===== config.mk =====
export PLATFORM = sky130hd
export DESIGN_NAME = execute_stage_x
export DESIGN_NICKNAME = d
export VERILOG_FILES = /design/src/rtl/execute_stage_x_pkg.sv /design/src/rtl/exe_muldiv.sv /design/src/rtl/execute_stage_x.sv
export SDC_FILE = /design/constraint.sdc
export NUM_CORES = 2
export LEC_CHECK = 0
export ABC_CLOCK_PERIOD_IN_PS = 8550
export CAP_MARGIN = 15
export CORE_MARGIN = 1.5
export CORE_UTILIZATION = 55
export DETAILED_ROUTE_END_ITERATION = 8
export DONT_BUFFER_PORTS = 1
export GPL_ROUTABILITY_DRIVEN = 1
export PLACE_DENSITY = 0.75
export SYNTH_ARGS = -nofsm -noshare
export SYNTH_HDL_FRONTEND = slang
export SYNTH_HIERARCHICAL = 1
export SYNTH_SLANG_ARGS = --single-unit

===== constraint.sdc =====
create_clock -name clk -period 8.55 [get_ports clk]
set_input_delay 2.1375 -clock clk [delete_from_list [all_inputs] [get_ports clk]]
set_output_delay 2.1375 -clock clk [all_outputs]
set_load 0.05 [all_outputs]

===== src/rtl/execute_stage_x_pkg.sv =====
// Shared encodings for the execute stage: ALU ops, branch and mul/div funct3,
// forward selects and the mul/div sequencer state.
package execute_stage_x_pkg;

  localparam logic [3:0] ALU_ADD  = 4'd0;
  localparam logic [3:0] ALU_SUB  = 4'd1;
  localparam logic [3:0] ALU_AND  = 4'd2;
  localparam logic [3:0] ALU_OR   = 4'd3;
  localparam logic [3:0] ALU_XOR  = 4'd4;
  localparam logic [3:0] ALU_SLT  = 4'd5;
  localparam logic [3:0] ALU_SLTU = 4'd6;
  localparam logic [3:0] ALU_SLL  = 4'd7;
  localparam logic [3:0] ALU_SRL  = 4'd8;
  localparam logic [3:0] ALU_SRA  = 4'd9;

  localparam logic [2:0] BR_BEQ  = 3'b000;
  localparam logic [2:0] BR_BNE  = 3'b001;
  localparam logic [2:0] BR_BLT  = 3'b100;
  localparam logic [2:0] BR_BGE  = 3'b101;
  localparam logic [2:0] BR_BLTU = 3'b110;
  localparam logic [2:0] BR_BGEU = 3'b111;

  localparam logic [2:0] MD_MUL    = 3'd0;
  localparam logic [2:0] MD_MULH   = 3'd1;
  localparam logic [2:0] MD_MULHSU = 3'd2;
  localparam logic [2:0] MD_MULHU  = 3'd3;
  localparam logic [2:0] MD_DIV    = 3'd4;
  localparam logic [2:0] MD_DIVU   = 3'd5;
  localparam logic [2:0] MD_REM    = 3'd6;
  localparam logic [2:0] MD_REMU   = 3'd7;

  localparam logic [1:0] FWD_REG = 2'b00;
  localparam logic [1:0] FWD_W   = 2'b01;
  localparam logic [1:0] FWD_M   = 2'b10;

  typedef enum logic [1:0] {MD_IDLE = 2'd0, MD_BUSY = 2'd1, MD_DONE = 2'd2} md_state_t;

endpackage


===== src/rtl/exe_muldiv.sv =====
// Iterative multiply/divide: shift-add multiply and restoring divide on operand
// magnitudes, one bit per cycle for XLEN cycles, sign applied on the way out.
module exe_muldiv
  import execute_stage_x_pkg::*;
#(
  parameter int XLEN = 32
) (
  input  logic            clk,
  input  logic            rst,
  input  logic            start,
  input  logic            flush,
  input  logic [2:0]      funct3,
  input  logic [XLEN-1:0] a,
  input  logic [XLEN-1:0] b,
  output logic            busy,
  output logic            done,
  output logic [XLEN-1:0] result
);
  localparam int CW = $clog2(XLEN) + 1;

  md_state_t       state;
  logic [CW-1:0]   cnt;
  logic [2:0]      op;
  logic [XLEN-1:0] hi, lo, opnd, dividend;
  logic            neg_q, neg_r, b_zero;

  logic            sa, sb;
  logic [XLEN-1:0] mag_a, mag_b;
  logic [XLEN:0]   mul_sum, div_sh;
  logic            div_ge;
  logic [2*XLEN-1:0] prod;

  always_comb begin
    sa      = a[XLEN-1] & (funct3 != MD_MULHU) & (funct3 != MD_DIVU) & (funct3 != MD_REMU);
    sb      = b[XLEN-1] & ((funct3 == MD_MUL) | (funct3 == MD_MULH) |
                           (funct3 == MD_DIV) | (funct3 == MD_REM));
    mag_a   = sa ? -a : a;
    mag_b   = sb ? -b : b;
    mul_sum = {1'b0, hi} + (lo[0] ? {1'b0, opnd} : '0);
    div_sh  = {hi, lo[XLEN-1]};
    div_ge  = div_sh >= {1'b0, opnd};
    prod    = neg_q ? -{hi, lo} : {hi, lo};
  end

  always_comb begin
    result = '0;
    case (op)
      MD_MUL:                        result = prod[XLEN-1:0];
      MD_MULH, MD_MULHSU, MD_MULHU:  result = prod[2*XLEN-1:XLEN];
      MD_DIV, MD_DIVU:               result = b_zero ? '1 : (neg_q ? -lo : lo);
      default:                       result = b_zero ? dividend : (neg_r ? -hi : hi);
    endcase
  end

  // Launch cycle counts as busy so the hazard unit freezes E before the op latches.
  assign busy = ~rst & ((state == MD_BUSY) | ((state == MD_IDLE) & start));
  assign done = (state == MD_DONE);

  always_ff @(posedge clk or posedge rst) begin
    if (rst) begin
      state    <= MD_IDLE;
      cnt      <= '0;
      op       <= '0;
      hi       <= '0;
      lo       <= '0;
      opnd     <= '0;
      dividend <= '0;
      neg_q    <= 1'b0;
      neg_r    <= 1'b0;
      b_zero   <= 1'b0;
    end else if (flush) begin
      state <= MD_IDLE;
    end else begin
      case (state)
        MD_IDLE: if (start) begin
          state    <= MD_BUSY;
          cnt      <= '0;
          op       <= funct3;
          hi       <= '0;
          dividend <= a;
          b_zero   <= (b == '0);
          neg_q    <= sa ^ sb;
          neg_r    <= sa;
          // Divide shifts the dividend out of lo; multiply shifts the multiplier out.
          lo       <= funct3[2] ? mag_a : mag_b;
          opnd     <= funct3[2] ? mag_b : mag_a;
        end
        MD_BUSY: begin
          if (op[2]) begin
            hi <= div_ge ? XLEN'(div_sh - {1'b0, opnd}) : div_sh[XLEN-1:0];
            lo <= {lo[XLEN-2:0], div_ge};
          end else begin
            hi <= mul_sum[XLEN:1];
            lo <= {mul_sum[0], lo[XLEN-1:1]};
          end
          cnt <= cnt + 1'b1;
          if (cnt == CW'(XLEN - 1)) state <= MD_DONE;
        end
        MD_DONE: state <= MD_IDLE;
        default: state <= MD_IDLE;
      endcase
    end
  end

endmodule


===== src/rtl/execute_stage_x.sv =====
// Execute stage: operand forwarding, ALU, branch resolution, optional iterative
// mul/div and the EX/MEM pipeline register.
module execute_stage_x
  import execute_stage_x_pkg::*;
#(
  parameter int XLEN  = 32,
  parameter int MD_EN = 1
) (
  input  logic            clk,
  input  logic            rst,
  input  logic            valid_e,
  input  logic            flush_e,
  input  logic            reg_write_e,
  input  logic            mem_write_e,
  input  logic            branch_e,
  input  logic            jump_e,
  input  logic            jalr_e,
  input  logic            alu_src_e,
  input  logic [1:0]      result_src_e,
  input  logic [3:0]      alu_ctrl_e,
  input  logic [2:0]      funct3_e,
  input  logic            md_valid_e,
  input  logic [XLEN-1:0] rd1_e,
  input  logic [XLEN-1:0] rd2_e,
  input  logic [XLEN-1:0] imm_e,
  input  logic [XLEN-1:0] pc_e,
  input  logic [XLEN-1:0] pc4_e,
  input  logic [4:0]      rd_e,
  input  logic [1:0]      fwd_a_e,
  input  logic [1:0]      fwd_b_e,
  input  logic [XLEN-1:0] result_w,
  output logic            stall_e,
  output logic            pcsrc_e,
  output logic [XLEN-1:0] pctarget_e,
  output logic            reg_write_m,
  output logic            mem_write_m,
  output logic [1:0]      result_src_m,
  output logic [4:0]      rd_m,
  output logic [XLEN-1:0] alu_result_m,
  output logic [XLEN-1:0] write_data_m,
  output logic [XLEN-1:0] pc4_m
);
  localparam int SW = $clog2(XLEN);

  logic [XLEN-1:0] src_a, src_b, alu_b, alu_y, jalr_sum, md_result;
  logic [SW-1:0]   shamt;
  logic            cond, md_start, md_done, load;

  always_comb begin
    case (fwd_a_e)
      FWD_W:   src_a = result_w;
      FWD_M:   src_a = alu_result_m;
      default: src_a = rd1_e;
    endcase
    case (fwd_b_e)
      FWD_W:   src_b = result_w;
      FWD_M:   src_b = alu_result_m;
      default: src_b = rd2_e;
    endcase
    alu_b = alu_src_e ? imm_e : src_b;
    shamt = alu_b[SW-1:0];
  end

  always_comb begin
    case (alu_ctrl_e)
      ALU_ADD:  alu_y = src_a + alu_b;
      ALU_SUB:  alu_y = src_a - alu_b;
      ALU_AND:  alu_y = src_a & alu_b;
      ALU_OR:   alu_y = src_a | alu_b;
      ALU_XOR:  alu_y = src_a ^ alu_b;
      ALU_SLT:  alu_y = XLEN'($signed(src_a) < $signed(alu_b));
      ALU_SLTU: alu_y = XLEN'(src_a < alu_b);
      ALU_SLL:  alu_y = src_a << shamt;
      ALU_SRL:  alu_y = src_a >> shamt;
      ALU_SRA:  alu_y = $unsigned($signed(src_a) >>> shamt);
      default:  alu_y = '0;
    endcase
  end

  always_comb begin
    case (funct3_e)
      BR_BEQ:  cond = (src_a == src_b);
      BR_BNE:  cond = (src_a != src_b);
      BR_BLT:  cond = ($signed(src_a) <  $signed(src_b));
      BR_BGE:  cond = ($signed(src_a) >= $signed(src_b));
      BR_BLTU: cond = (src_a <  src_b);
      BR_BGEU: cond = (src_a >= src_b);
      default: cond = 1'b0;
    endcase
  end

  assign jalr_sum   = src_a + imm_e;
  assign pcsrc_e    = valid_e & ~flush_e & (jump_e | (branch_e & cond));
  assign pctarget_e = jalr_e ? {jalr_sum[XLEN-1:1], 1'b0} : (pc_e + imm_e);

  assign md_start = (MD_EN != 0) & valid_e & md_valid_e & ~flush_e;

  exe_muldiv #(.XLEN(XLEN)) u_md (
    .clk    (clk),
    .rst    (rst),
    .start  (md_start),
    .flush  (flush_e),
    .funct3 (funct3_e),
    .a      (src_a),
    .b      (src_b),
    .busy   (stall_e),
    .done   (md_done),
    .result (md_result)
  );

  // Anything that is not a live, unstalled instruction becomes a bubble;
  // only the write enables are cleared, the data fields keep their last value.
  assign load = valid_e & ~flush_e & ~stall_e;

  always_ff @(posedge clk or posedge rst) begin
    if (rst) begin
      reg_write_m  <= 1'b0;
      mem_write_m  <= 1'b0;
      result_src_m <= '0;
      rd_m         <= '0;
      alu_result_m <= '0;
      write_data_m <= '0;
      pc4_m        <= '0;
    end else begin
      reg_write_m <= load & reg_write_e;
      mem_write_m <= load & mem_write_e;
      if (load) begin
        result_src_m <= result_src_e;
        rd_m         <= rd_e;
        alu_result_m <= md_done ? md_result : alu_y;
        write_data_m <= src_b;
        pc4_m        <= pc4_e;
      end
    end
  end

endmodule


==> reports/qor.yml <==
outcome:
  status: "finished with violations"
  violations: "DRC"
yosys:
  postSynth.asyncResetShare_pct: 100
  postSynthCellCount: 4677
  synthTopCellsByArea: "dfrtp_1 (19%), ha_1 (10%), nand2_1 (8.3%)"
  ys_seq_area_share_pct: 18.7
  synthesis.nets: 5168
  yosys.area.top_type_share_pct: 18.7
  yosys_warnings: 6
  post_synth_num_cell_types: 102
  synth-seq-cells: 247
  synth-edff-count: 0
  syn_avg_cell_area_um2: 7.06
  ys.flop_type: "dfrtp_1"
  synth_area_mm2: 0.0330
  yosys.area.top_type: "dfrtp_1"
floorplan:
  coreArea_mm2: 0.0591
  start_util_pct: 55.8
  die_x_um: 248
  boundaryPins: 360
  die_height_um: 248
  die-area_mm2: 0.0615
  fp-row-count: 89
detailed_routing:
  drtAntennaViolNets: 0
  vias: 37400
  remaining_drc_errors: 4
  routed_wl_um: 158000
  first_pass_iters: 8
  wl_per_cell_um: 29.4
  viasPerCell: 6.94
  first_iter_violations: 5020
cts:
  h-tree-depth: 1
  cts_tree: "yes"
  cts_root_buffer: "clkbuf_16"
  clkSinkCount: 247
  cts_hold_buf: 0
  clkTransAtPathRegs_ps: 60
  clockBufferDepth: 3
  cts_made_buffers: 30
  insertion_delay_ps: 630
cells_and_area:
  regArea_mm2: 0.00618
  drive_gt1_share_pct: 7.75
  multi_input_area_mm2: 0.0249
  nNetsFinal: 5062
  area_delta_synth_final_pct: 7.72
  n_fill_cell: 5629
global_routing:
  grt.busiest_layer: "met2"
  antenna_found_initial: 22
  use_met1_pct: 60.3
  use_met2_pct: 72.3
  grt-ovfl-total: 0
  grt_max_degree: 103
  first_global_vias: 33900
  grtUsageTotal_pct: 49.7
  grt_pass1_wl_um: 226000
  use_met3_pct: 18.6
min_path:
  hold_class: "reg2reg"
  min-delay-start: "u_md/dividend[9]"
  hold_end: "u_md/dividend[9]"
  hold_depth: 2
timing:
  rsz0062_at_grt: "no"
  fmax_mhz: 120
  slew_viol_final: 0
  tns_ps: 0
  tightest_slew_ps: 1280
  hold_slack_ps: 478
  fin_skew_ps: 26.6
  layout_min_cycle_time_ps: 8350
  hold_viol_final: 0
  finalSetupViolations: 0
  timing.final.crit_share_pct: 97.7
  slew_headroom_pct: 14.3
critical_path:
  cp.arrival_ps: 6210
  rr_worst_depth: 16
  startpoint_type: "input port"
  end_kind: "primary output"
  worstReg2RegStart: "alu_result_m[6]"
  cp_max_fo: 6
  critPathKind: "in2out"
  worstReg2RegEnd: "alu_result_m[29]"
  rrSetupSlack_ps: 2400
  crit_required_ps: 6410
power_and_ir_drop:
  total_power_uw: 10900
  p_leak_uw: 0.0159
  power_frac_clock_pct: 13.4
  pwr-share-seq_pct: 23.1
  cell_internal_pwr_uw: 4850
  swShare_pct: 55.3
  vdd_ir_drop_max_v: 0.000185
  p_switching_uw: 6000
  p_comb_share_pct: 63.5
  power_density_mw_per_mm2: 305
flow_run:
  maxCapViolations: 0
placed_design:
  numPortBuffers: 0
  gp_congestion: 1.09
  post-dp-hpwl_um: 122000
[power by group through the flow]
stage / clock [µW] / sequential, µW / combinational, µW
after CTS: 1440 / 2490 / 6650
after floorplan: 0 / 2240 / 4850
final: 1450 / 2510 / 6890
after global placement: 0 / 2490 / 6540
after detailed placement: 0 / 2500 / 6600
after global routing: 1500 / 2550 / 7370
[what timing repair did]
action                                  CTS  global route
endpoints found under the setup margin    0             2
buffers inserted                          0             0
resized for setup                         0             1
[cells in the mapped netlist, types with 45 or more instances]
master / instances
nand2_1: 733
nor2_1: 438
o21ai_0: 421
a21oi_1: 400
ha_1: 264
dfrtp_1: 247
clkbuf_1: 224
inv_1: 212
mux2i_1: 162
xor2_1: 134
xnor2_1: 127
a22oi_1: 94
nor3_1: 87
a21o_1: 84
nand3_1: 63
a211oi_1: 57
o211ai_1: 51
o31ai_1: 50
nand2b_1: 45
[how the worst max path moves through the flow]
stage | start | end | slack [ps]
6_report | fwd_a_e[1] | pctarget_e[31] | 200
2_1_floorplan | fwd_a_e[0] | pcsrc_e | 8
3_5_place_dp | fwd_a_e[1] | pctarget_e[31] | 260
3_3_place_gp | fwd_a_e[0] | pctarget_e[31] | 260
5_1_grt | fwd_a_e[1] | pctarget_e[31] | 1
4_1_cts | fwd_a_e[0] | pctarget_e[31] | 240
[per-stage QoR]
step / utilization, % / instance area, µm² / instances / setup WS [ps]
2_1_floorplan: - / 33000 / 4677 / 7.99
3_3_place_gp: 58.2 / 34400 / 5311 / 264
3_5_place_dp: 58.2 / 34400 / 5311 / 264
4_1_cts: 60.0 / 35500 / 5367 / 239
5_1_grt: 60.1 / 35500 / 5377 / 1.33
6_report: 60.1 / 35600 / 5393 / 198
[cells in the final DEF (no fill, tap or decap), drive strengths merged, types with 34 or more instances in the layout]
cell,count
a211oi,57
a21o,84
a21oi,400
a221oi,36
a22oi,94
a31oi,40
buf,168
dfrtp,247
ha,264
inv,221
mux2i,163
nand2,733
nand2b,45
nand3,64
nor2,440
nor3,87
o211ai,51
o21ai,464
o31ai,53
or3,34
xnor2,127
xor2,134
[sequential cells by signal, indices dropped and copies added, names as in the netlist]
register	cells
alu_result_m	32
pc4_m	32
u_md/dividend	32
u_md/hi	32
u_md/lo	32
u_md/opnd	32
write_data_m	32
u_md/cnt	6
rd_m	5
u_md/op	3
result_src_m	2
u_md/state	2
mem_write_m	1
reg_write_m	1
u_md/b_zero	1
u_md/neg_q	1
u_md/neg_r	1
[cell type report]
class / count / area share, %
antenna: 25 / 0.176
inverter: 221 / 2.35
sequential: 247 / 17.4
tap: 773 / 2.72
clock buffer: 31 / 2.15
timing repair buffer: 169 / 4.27
multi-input combinational: 3902 / 70.1
clock inverter: 25 / 0.858
[layer usage]
layer / part of all wire (%) / vias to the layer above
met5: 0.11 / -
met4: 8.4 / 8
met3: 14 / 638
met2: 41 / 2620
met1: 36 / 17500
li1: - / 16700
[cell families after synthesis]
family	after synthesis	share of synthesized area (%)
AO/OA/AOI/OAI	1561	30.0
adder cells (fa/ha/maj)	270	10.4
buffers and inverters	528	6.32
flip-flops	247	18.7
multiplexers	188	5.83
XOR/XNOR	261	6.92
AND/OR/NAND/NOR	1622	21.8
[critical path: stages]
cell and delay [ps]:
inv_1 20, ha_1 260, buf_4 180, a221o_1 310, and2_1 210, ha_1 300
a41oi_1 220, o31ai_1 130, o31a_1 300, a221o_1 350, a31o_2 300, a41oi_1 260
a21oi_1 180, a211o_1 300, mux2i_1 120, nor2_1 260, xor2_4 210, buf_12 160
No activity file was read; power rests on OpenSTA's default activity.
